File: config.mk
export PLATFORM = sky130hd
export DESIGN_NAME = conv_job_sequencer
export DESIGN_NICKNAME = d
export VERILOG_FILES = /design/src/rtl/conv_seq_pkg.sv /design/src/rtl/conv_seq_stride_calc.sv /design/src/rtl/conv_job_sequencer.sv
export SDC_FILE = /design/constraint.sdc
export NUM_CORES = 1
export LEC_CHECK = 0
export CAP_MARGIN = 20
export CORE_MARGIN = 2
export CORE_UTILIZATION = 58
export CTS_CLUSTER_DIAMETER = 30
export DETAILED_ROUTE_END_ITERATION = 8
export HOLD_SLACK_MARGIN = 0.1
export PLACE_DENSITY_LB_ADDON = 0.12
export SYNTH_ARGS = -nofsm -noshare
export SYNTH_HDL_FRONTEND = slang
export SYNTH_SLANG_ARGS = --single-unit
File: constraint.sdc
create_clock -name clk -period 4.2 [get_ports clk]
set_input_delay 1.05 -clock clk [delete_from_list [all_inputs] [get_ports clk]]
set_output_delay 1.05 -clock clk [all_outputs]
set_load 0.01 [all_outputs]
File: src/rtl/conv_seq_pkg.sv
// Shared types and constants for the conv job sequencer and its stride helper.
package conv_seq_pkg;

  localparam int ADDRW_DEF = 12;
  localparam int DATAW_DEF = 16;
  localparam int N_MIN     = 4;
  localparam logic [15:0] SIZE_TERMINATOR = 16'h00FF;

  typedef enum logic [2:0] {
    S_IDLE,
    S_HDR_RD,
    S_HDR_CHK,
    S_LAUNCH,
    S_RUN,
    S_NEXT,
    S_DONE
  } seq_state_t;

endpackage

File: src/rtl/conv_seq_stride_calc.sv
// Combinational size decode: maps a header N to the input/output address strides
// of that matrix and flags whether N is a legal engine dimension.
module conv_seq_stride_calc
  import conv_seq_pkg::*;
#(
  parameter int MAX_N = 64
) (
  input  logic [7:0]  n,
  output logic [16:0] in_stride,
  output logic [16:0] out_stride,
  output logic        legal
);

  logic [15:0] n_sq;
  logic [6:0]  p;
  logic [13:0] p_sq;

  // Input: header word plus N*N/2 packed pixels. Output: P*P pooled bytes, two per word.
  always_comb begin
    n_sq       = 16'(n) * 16'(n);
    p          = 7'((n - 8'd2) >> 1);
    p_sq       = 14'(p) * 14'(p);
    in_stride  = 17'(n_sq >> 1) + 17'd1;
    out_stride = 17'((15'(p_sq) + 15'd1) >> 1);
    legal      = !n[0] && (n >= 8'(N_MIN)) && (n <= 8'(MAX_N));
  end

endmodule

File: src/rtl/conv_job_sequencer.sv
// Job controller for the conv+maxpool engine: walks the matrix list, launches the
// engine per matrix and arbitrates the input-SRAM read port. Optional watchdog: CONV_SEQ_TIMEOUT_EN.
module conv_job_sequencer
  import conv_seq_pkg::*;
#(
  parameter int ADDRW       = ADDRW_DEF,
  parameter int DATAW       = DATAW_DEF,
  parameter int MAX_N       = 64,
  parameter int TIMEOUT_CYC = 4096
) (
  input  logic             clk,
  input  logic             reset,
  input  logic             dut_run,
  output logic             dut_busy,
  output logic [ADDRW-1:0] input_sram_read_address,
  input  logic [DATAW-1:0] input_sram_read_data,
  input  logic [ADDRW-1:0] eng_rd_addr,
  output logic             eng_start,
  output logic [ADDRW-1:0] eng_base_addr,
  output logic [7:0]       eng_n,
  output logic [ADDRW-1:0] eng_out_base,
  input  logic             eng_done,
  output logic             eng_abort,
  output logic [7:0]       mat_count,
  output logic             seq_err
);

  localparam int SUMW = ADDRW + 18;

  seq_state_t state, next_state;

  logic [ADDRW-1:0] cur_base, out_base;
  logic [16:0]      in_stride, out_stride, in_stride_q, out_stride_q;
  logic             hdr_legal, hdr_term, hdr_ok, timed_out;
  logic [SUMW-1:0]  cur_sum, out_sum;
  logic             sum_carry;

  conv_seq_stride_calc #(.MAX_N(MAX_N)) u_stride (
    .n          (input_sram_read_data[7:0]),
    .in_stride  (in_stride),
    .out_stride (out_stride),
    .legal      (hdr_legal)
  );

  assign hdr_term  = (input_sram_read_data == DATAW'(SIZE_TERMINATOR));
  assign hdr_ok    = hdr_legal && (input_sram_read_data[DATAW-1:8] == '0);
  assign cur_sum   = SUMW'(cur_base) + SUMW'(in_stride_q);
  assign out_sum   = SUMW'(out_base) + SUMW'(out_stride_q);
  assign sum_carry = (|cur_sum[SUMW-1:ADDRW]) || (|out_sum[SUMW-1:ADDRW]);
  assign dut_busy  = (state != S_IDLE);

`ifdef CONV_SEQ_TIMEOUT_EN
  logic [11:0] wd_cnt;

  // Cleared in LAUNCH so the first RUN cycle sees zero.
  always_ff @(posedge clk or posedge reset) begin
    if (reset)                  wd_cnt <= '0;
    else if (state == S_LAUNCH) wd_cnt <= '0;
    else if (state == S_RUN)    wd_cnt <= wd_cnt + 12'd1;
  end

  assign timed_out = (state == S_RUN) && !eng_done && (wd_cnt == 12'(TIMEOUT_CYC - 1));
`else
  assign timed_out = 1'b0;
`endif

  always_ff @(posedge clk or posedge reset) begin
    if (reset) state <= S_IDLE;
    else       state <= next_state;
  end

  // The engine owns the read port from LAUNCH onward so its first fetch is not delayed.
  always_comb begin
    next_state              = state;
    eng_start               = 1'b0;
    eng_abort               = 1'b0;
    input_sram_read_address = cur_base;
    case (state)
      S_IDLE:    if (dut_run) next_state = S_HDR_RD;
      S_HDR_RD:  next_state = S_HDR_CHK;
      S_HDR_CHK: next_state = (hdr_term || !hdr_ok) ? S_DONE : S_LAUNCH;
      S_LAUNCH: begin
        eng_start               = 1'b1;
        input_sram_read_address = eng_rd_addr;
        next_state              = S_RUN;
      end
      S_RUN: begin
        input_sram_read_address = eng_rd_addr;
        if (eng_done) begin
          next_state = S_NEXT;
        end else if (timed_out) begin
          eng_abort  = 1'b1;
          next_state = S_DONE;
        end
      end
      S_NEXT:    next_state = sum_carry ? S_DONE : S_HDR_RD;
      S_DONE:    next_state = S_IDLE;
      default:   next_state = S_IDLE;
    endcase
  end

  // Strides are captured with the header so NEXT is a plain add.
  always_ff @(posedge clk or posedge reset) begin
    if (reset) begin
      cur_base      <= '0;
      out_base      <= '0;
      eng_base_addr <= '0;
      eng_out_base  <= '0;
      eng_n         <= '0;
      in_stride_q   <= '0;
      out_stride_q  <= '0;
      mat_count     <= '0;
      seq_err       <= 1'b0;
    end else begin
      case (state)
        S_IDLE: begin
          if (dut_run) begin
            cur_base  <= '0;
            out_base  <= '0;
            mat_count <= '0;
            seq_err   <= 1'b0;
          end
        end
        S_HDR_CHK: begin
          if (!hdr_term) begin
            if (!hdr_ok) begin
              seq_err <= 1'b1;
            end else begin
              eng_n         <= input_sram_read_data[7:0];
              eng_base_addr <= cur_base;
              eng_out_base  <= out_base;
              in_stride_q   <= in_stride;
              out_stride_q  <= out_stride;
            end
          end
        end
        S_RUN: begin
          if (timed_out) seq_err <= 1'b1;
        end
        S_NEXT: begin
          if (mat_count != 8'hFF) mat_count <= mat_count + 8'd1;
          if (sum_carry) begin
            seq_err <= 1'b1;
          end else begin
            cur_base <= cur_sum[ADDRW-1:0];
            out_base <= out_sum[ADDRW-1:0];
          end
        end
        default: ;
      endcase
    end
  end

endmodule

== Word-level counts from Yosys, hierarchy flattened ==
Cells that the tools add are included.
Storage, ports and cells
  flip-flop bits (word level): 101
  bits in latches: 0
  memory bits (writable): 0
  ROM bits: 0
  bits of input ports: 32
  output and inout port bits: 56
  word-level logic and storage cells: 75
  memories kept: 0
Operators by class
  add/subtract/negate cells: 6
  multiply operators: 2
  div/mod/pow operators: 0
  $lt $le $gt $ge: 2
  eq/ne operators: 14
  shift-type cells: 0
  multiplexer cells: 20
  bitwise gates (word level): 1
  reductions and logical operators: 20
Operators by type and width (count)
  2-to-1 mux 12 bit: 4
  one-hot mux 12 bit (2 select lines): 2
  OR reduction 18 bit: 2
  adder 12 x 17 -> 18 bit: 1
  one-hot mux 3 bit (6 select lines): 1
  adder 12 x 16 -> 17 bit: 1
  adder 15 x 1 -> 16 bit (second input constant): 1
  == test 16 x 8 -> 1 bit (second input constant): 1
  multiplier 8 x 8 -> 16 bit: 1
  2-to-1 mux 8 bit: 2
  one-hot mux 8 bit (2 select lines): 1
  adder 14 x 1 -> 15 bit (second input constant): 1
  multiplier 7 x 7 -> 14 bit: 1
  inequality test 2 bit (second input constant): 7
  2-to-1 mux 3 bit: 4
  AND reduction 3 bit: 3
  adder 8 x 1 -> 8 bit (second input constant): 1
  greater-or-equal comparator 8 x 3 -> 1 bit (second input constant): 1
  less-or-equal comparator 8 x 7 -> 1 bit (second input constant): 1
  zero test 8 bit: 1
  inequality test 8 bit (second input constant): 1
  subtractor 8 x 2 -> 8 bit (second input constant): 1
  == test 3 x 2 -> 1 bit (second input constant): 2
  == test 3 bit (second input constant): 2
  other kinds (13): 22

== Logic depth before layout (Yosys ltp) ==
  word-level depth: 8
  gate-level depth with buffers: 22
  depth with buffers taken out: 21

== Cells and area by module ==
From an unflattened synthesis, not the netlist that was laid out.
Unflattened totals
  cell total of the unflattened synthesis: 901
  area total of the unflattened synthesis: 8737.1 µm²
By module, submodules not included
  conv_job_sequencer: times used 1, cells each 521, area an instance 5665.4 µm², seq. area each 2552.4 µm²
  conv_seq_stride_calc: times used 1, cells each 380, area an instance 3071.7 µm², seq. area each 0.0 µm²

== Worst setup path before layout ==
Ideal clock, no wire load.
  kind: input-to-reg
  start: input input_sram_read_data[2]
  end: register out_stride_q[11]
  setup time: 0.127 ns
  data arrival time: 5.818 ns
  required time: 4.073 ns
  setup slack: -1.745 ns
  cell stages on the path: 22
  path buffers: 1
  path through: clkbuf_1 > inv_1 > ha_1 > inv_1 > nor3_1 > xor2_1 > inv_1 > nor2_1 > fa_1 > inv_1 > fa_1 > fa_1 > inv_1 > fa_1 > ha_1 > nand2_1 > a211oi_1 > o21a_1 > or4_1 > a31oi_1 > xor2_1 > o21ai_0
On the way
  word-level cells in the longest chain between the ends: 5
  elaborated cells between the ends (all ways): 11
  those cells by class: add/sub: 2; mul: 1; order compare: 2; eq/ne: 1; bitwise: 1; reduce/logical: 4
RTL lines
  from (decl): line conv_job_sequencer.sv:16  | input logic [DATAW-1:0] input_sram_read_data,
  parallel branches: the longest is 5 deep, another holds adder 14 x 1 -> 15 bit
  to (signal assigned): line conv_job_sequencer.sv:133  | out_stride_q <= out_stride;
  to (decl): line conv_job_sequencer.sv:33  | logic [16:0] in_stride, out_stride, in_stride_q, out_stride_q;
Several ways; the timed one is not identified.
A chain may end at the register's enable or synchronous reset.

== Worst setup path in the final report ==
  start: input input_sram_read_data[1]
  end: register out_stride_q[11]
Same word-level chain as after synthesis.

==> metrics.txt <==
Max Fclk=slightly below 200 MHz; post-synth top area share=0.303; CTS tree=built; share of power burned in registers=0.246; total number of vias=roughly 6,800; CTS Hold Bufs=0; Num CTS Buffers=9; Pwr Total=approximately 4.1 mW; commonest cells in the netlist=186 x nand2_1, 97 x dfrtp_1, 82 x inv_1, 80 x ha_1, 52 x nor2_1; crit path max-delay cell type=fa_2; status=finished with violations; Max Cap Viol=0; CP startpoint=input_sram_read_data[1]; CP Max Fanout=2; Pwr Density=~400 nW/µm²; final setup vio count=16; period utilisation layout=1.23; Final Skew=between 0.01 and 0.015 ns; Clk network pwr share=0.205; non-filler instance count after layout=~1,300; Slew Viols, Final=0; layout filler cell count=~950; Synth Instances=between 800 and 900; min-delay src=eng_base_addr[1]; Layout Utilization=0.782; Worst path max stage delay=between 0.5 and 0.6 ns; DIE AREA=approximately 15,000 µm²; WL/cell=around 15 µm; Chip Width=roughly 120 µm; Crit. End Element=flop; Slew HR=0.513; sw frac=0.362; Initial Utilization=0.600; PnR worst setup slack=-0.947 ns; antenna violations before repair=0; clock-pin slew on the worst setup and hold paths=~0.070 ns; final hold violations=0; root buf cell=clkbuf_16; reg2reg setup slack=about 0.88 ns; R2R Path Start=out_base[0]; Post-Syn Area=about 8000 µm²; top post-synthesis cells by area=dfrtp_1 30%, ha_1 12%, fa_1 10%, nand2_1 8.7%, inv_1 3.8%; GR Overflow Total=0; kind of critical path=input port to flop; clock latency at the later pin of the worst-skew pair=between 0.3 and 0.4 ns; final net count=1,224; Synth Area per Inst=approximately 9 µm²; area leader, netlist=dfrtp_1; Synth warnings=0; Top FF cell, synth=dfrtp_1; synthesis-stage register bit count=97; Placeable Area=approximately 13,000 µm²; RD Place Congestion=0.937; crit start category=input port; Iteration-0 DRC Markers=358; Comb pwr share=0.549; Async SR Flop Fraction=1.00; Layout area overhead=30.3%; Switching Power=approximately 1.5 mW; synth unique cells=between 50 and 60; final wirelength=18,300 µm; Worst Hold Class=flop to flop; Pre-antenna DRT Iters=5; fraction of layout cells with a size suffix above 1=0.208; placed cells=~1,200; aggregate global-route resource usage=0.263; first-pass GRT wire length=31,200 µm; CTS sink count=97; vias in the first global route=between 6,000 and 7,000; DRC violation count after routing=0; Crit path buffers/inverters=7; syn_nets=between 1,000 and 1,500; worst hold slack=approximately 0.47 ns; failing checks=negative setup slack; Max VDD drop=0.267 mV; number of synthesized flops with an enable pin=0; DP Wirelength=between 10,000 and 15,000 µm; largest net degree at the start of global routing=59; Final Critical Period=slightly above 5 ns; Routed Antenna Nets=0; Seq/Total Area, Yosys=0.303; most frequent cell after synthesis=nand2_1; Antenna diodes=0; I/O pin count=between 80 and 90; Leakage=5.22 nW; CTS H-tree lvls=3; Max clock buf depth=2; die height=around 120 µm; Crit path arrival time=around 5.4 ns; Rows=42; DR vias/cell=about 5.4; worst-margin pin slew=0.730 ns; Pint=roughly 2.6 mW; IO buf count=86; RSZ-0062 raised after global routing=yes; CP delay by family, top=adder cells; crit path cell chain=buf_8 -> clkinvlp_4 -> ha_4 -> inv_4 -> buf_6 -> nor3_4 -> xor2_2 -> inv_2 -> nor2_4 -> fa_1 -> inv_2 -> fa_1 -> fa_1 -> inv_2 -> fa_2 -> ha_4 -> nand2_2 -> a211oi_2 -> o21a_1 -> or4_4 -> a31oi_4 -> xor2_1 -> o21ai_1; CP required=roughly 4.4 ns
==> power by group through the flow <==
stage | logic [mW] | clock network (mW) | registers, mW
after floorplan | 1.31 | 0 | 1.01
after global placement | 1.96 | 0 | 1.03
after detailed placement | 2.00 | 0 | 1.04
after CTS | 2.22 | 0.865 | 1.02
after global routing | 2.52 | 0.899 | 1.03
final | 2.27 | 0.851 | 1.02
==> layout by cell type, fill, tap and decap left out, drive strengths merged, types with 3 or more instances in the layout <==
cell / count
clkbuf: 9
o31ai: 4
o21ai: 51
xor2: 28
clkdlybuf4s50: 78
fa: 41
clkinvlp: 4
a21oi: 36
inv: 83
or4: 4
nand3: 9
mux2: 13
a2111oi: 4
a211o: 3
or3: 5
nor2: 52
a211oi: 5
a21o: 14
nand2b: 13
buf: 119
o21bai: 4
nand4: 4
o21a: 8
nor3: 15
nand2: 186
or2: 3
ha: 80
and2: 20
and3: 4
dfrtp: 97
a31oi: 4
o211ai: 4
mux2i: 26
xnor2: 26
==> sequential cells by signal, summed over array words and instances (netlist names) <==
| signal | count |
|---|---|
| in_stride_q | 15 |
| mat_count | 8 |
| state | 3 |
| eng_n | 8 |
| cur_base | 12 |
| eng_out_base | 12 |
| eng_base_addr | 12 |
| out_stride_q | 14 |
| seq_err | 1 |
| out_base | 12 |
==> through the flow <==
step	worst slack, ns	instance area, µm²	TNS (ns)
after CTS	-0.979	10300	-9.93
after detailed placement	-1.80	9800	-25.61
after floorplan	-1.23	8170	-10.63
final	-0.947	10400	-9.76
after global routing	-1.11	10400	-13.03
after global placement	-1.76	9800	-24.60
==> worst reg2reg max path: cells and delay by family, from the launching register on <==
kind	cells	cell delay, ns
mux	1	0.25
buf+inv	1	0.27
flops	1	0.41
compound gates	5	1.18
fa+ha+maj	2	0.71
simple gates	2	0.41
==> cell type report <==
type                       count  area, µm²  area share
clock inverter                 7       85.1     0.00815
sequential                    97       2430       0.233
multi-input combinational    682       5420       0.519
clock buffer                   9        225      0.0216
timing repair buffer         199       1730       0.166
tap                          176        220      0.0211
inverter                      82        328      0.0314
==> per-layer routing <==
layer / vias up / track usage / share of wire / wire [µm]
met5: - / 0 / 0 / 0
met1: 3244 / 0.354 / 0.45 / 8280
met2: 168 / 0.452 / 0.49 / 9030
li1: 3323 / - / - / -
met4: 0 / 0.0891 / 0.016 / 297
met3: 32 / 0.0207 / 0.037 / 679
==> path summary, 6_finish.rpt <==
path                                          to  depth (start not counted)
worst max-delay path            out_stride_q[11]                         23
worst min-delay path            eng_base_addr[1]                          2
worst max register to register       out_base[0]                         11
worst min register to register  eng_base_addr[1]                          2
max in group asynchronous       eng_base_addr[1]                          3
min in group asynchronous        eng_out_base[2]                          2
==> cells by family after synthesis <==
| family | after synthesis | share of synthesized area |
|---|---|---|
| other cells | 1 | 0.000468 |
| buf+inv | 113 | 0.0615 |
| mux | 39 | 0.0508 |
| flops | 97 | 0.303 |
| xor+xnor | 54 | 0.0600 |
| compound gates | 146 | 0.121 |
| simple gates | 321 | 0.176 |
| fa+ha+maj | 121 | 0.227 |
==> timing repair <==
item | in CTS | in global routing
setup buffers | 10 | 4
pin swaps | 41 | 21
endpoints found under the setup margin | 21 | 18
gates resized for setup | 69 | 20
(Power assumes the default switching activity.)
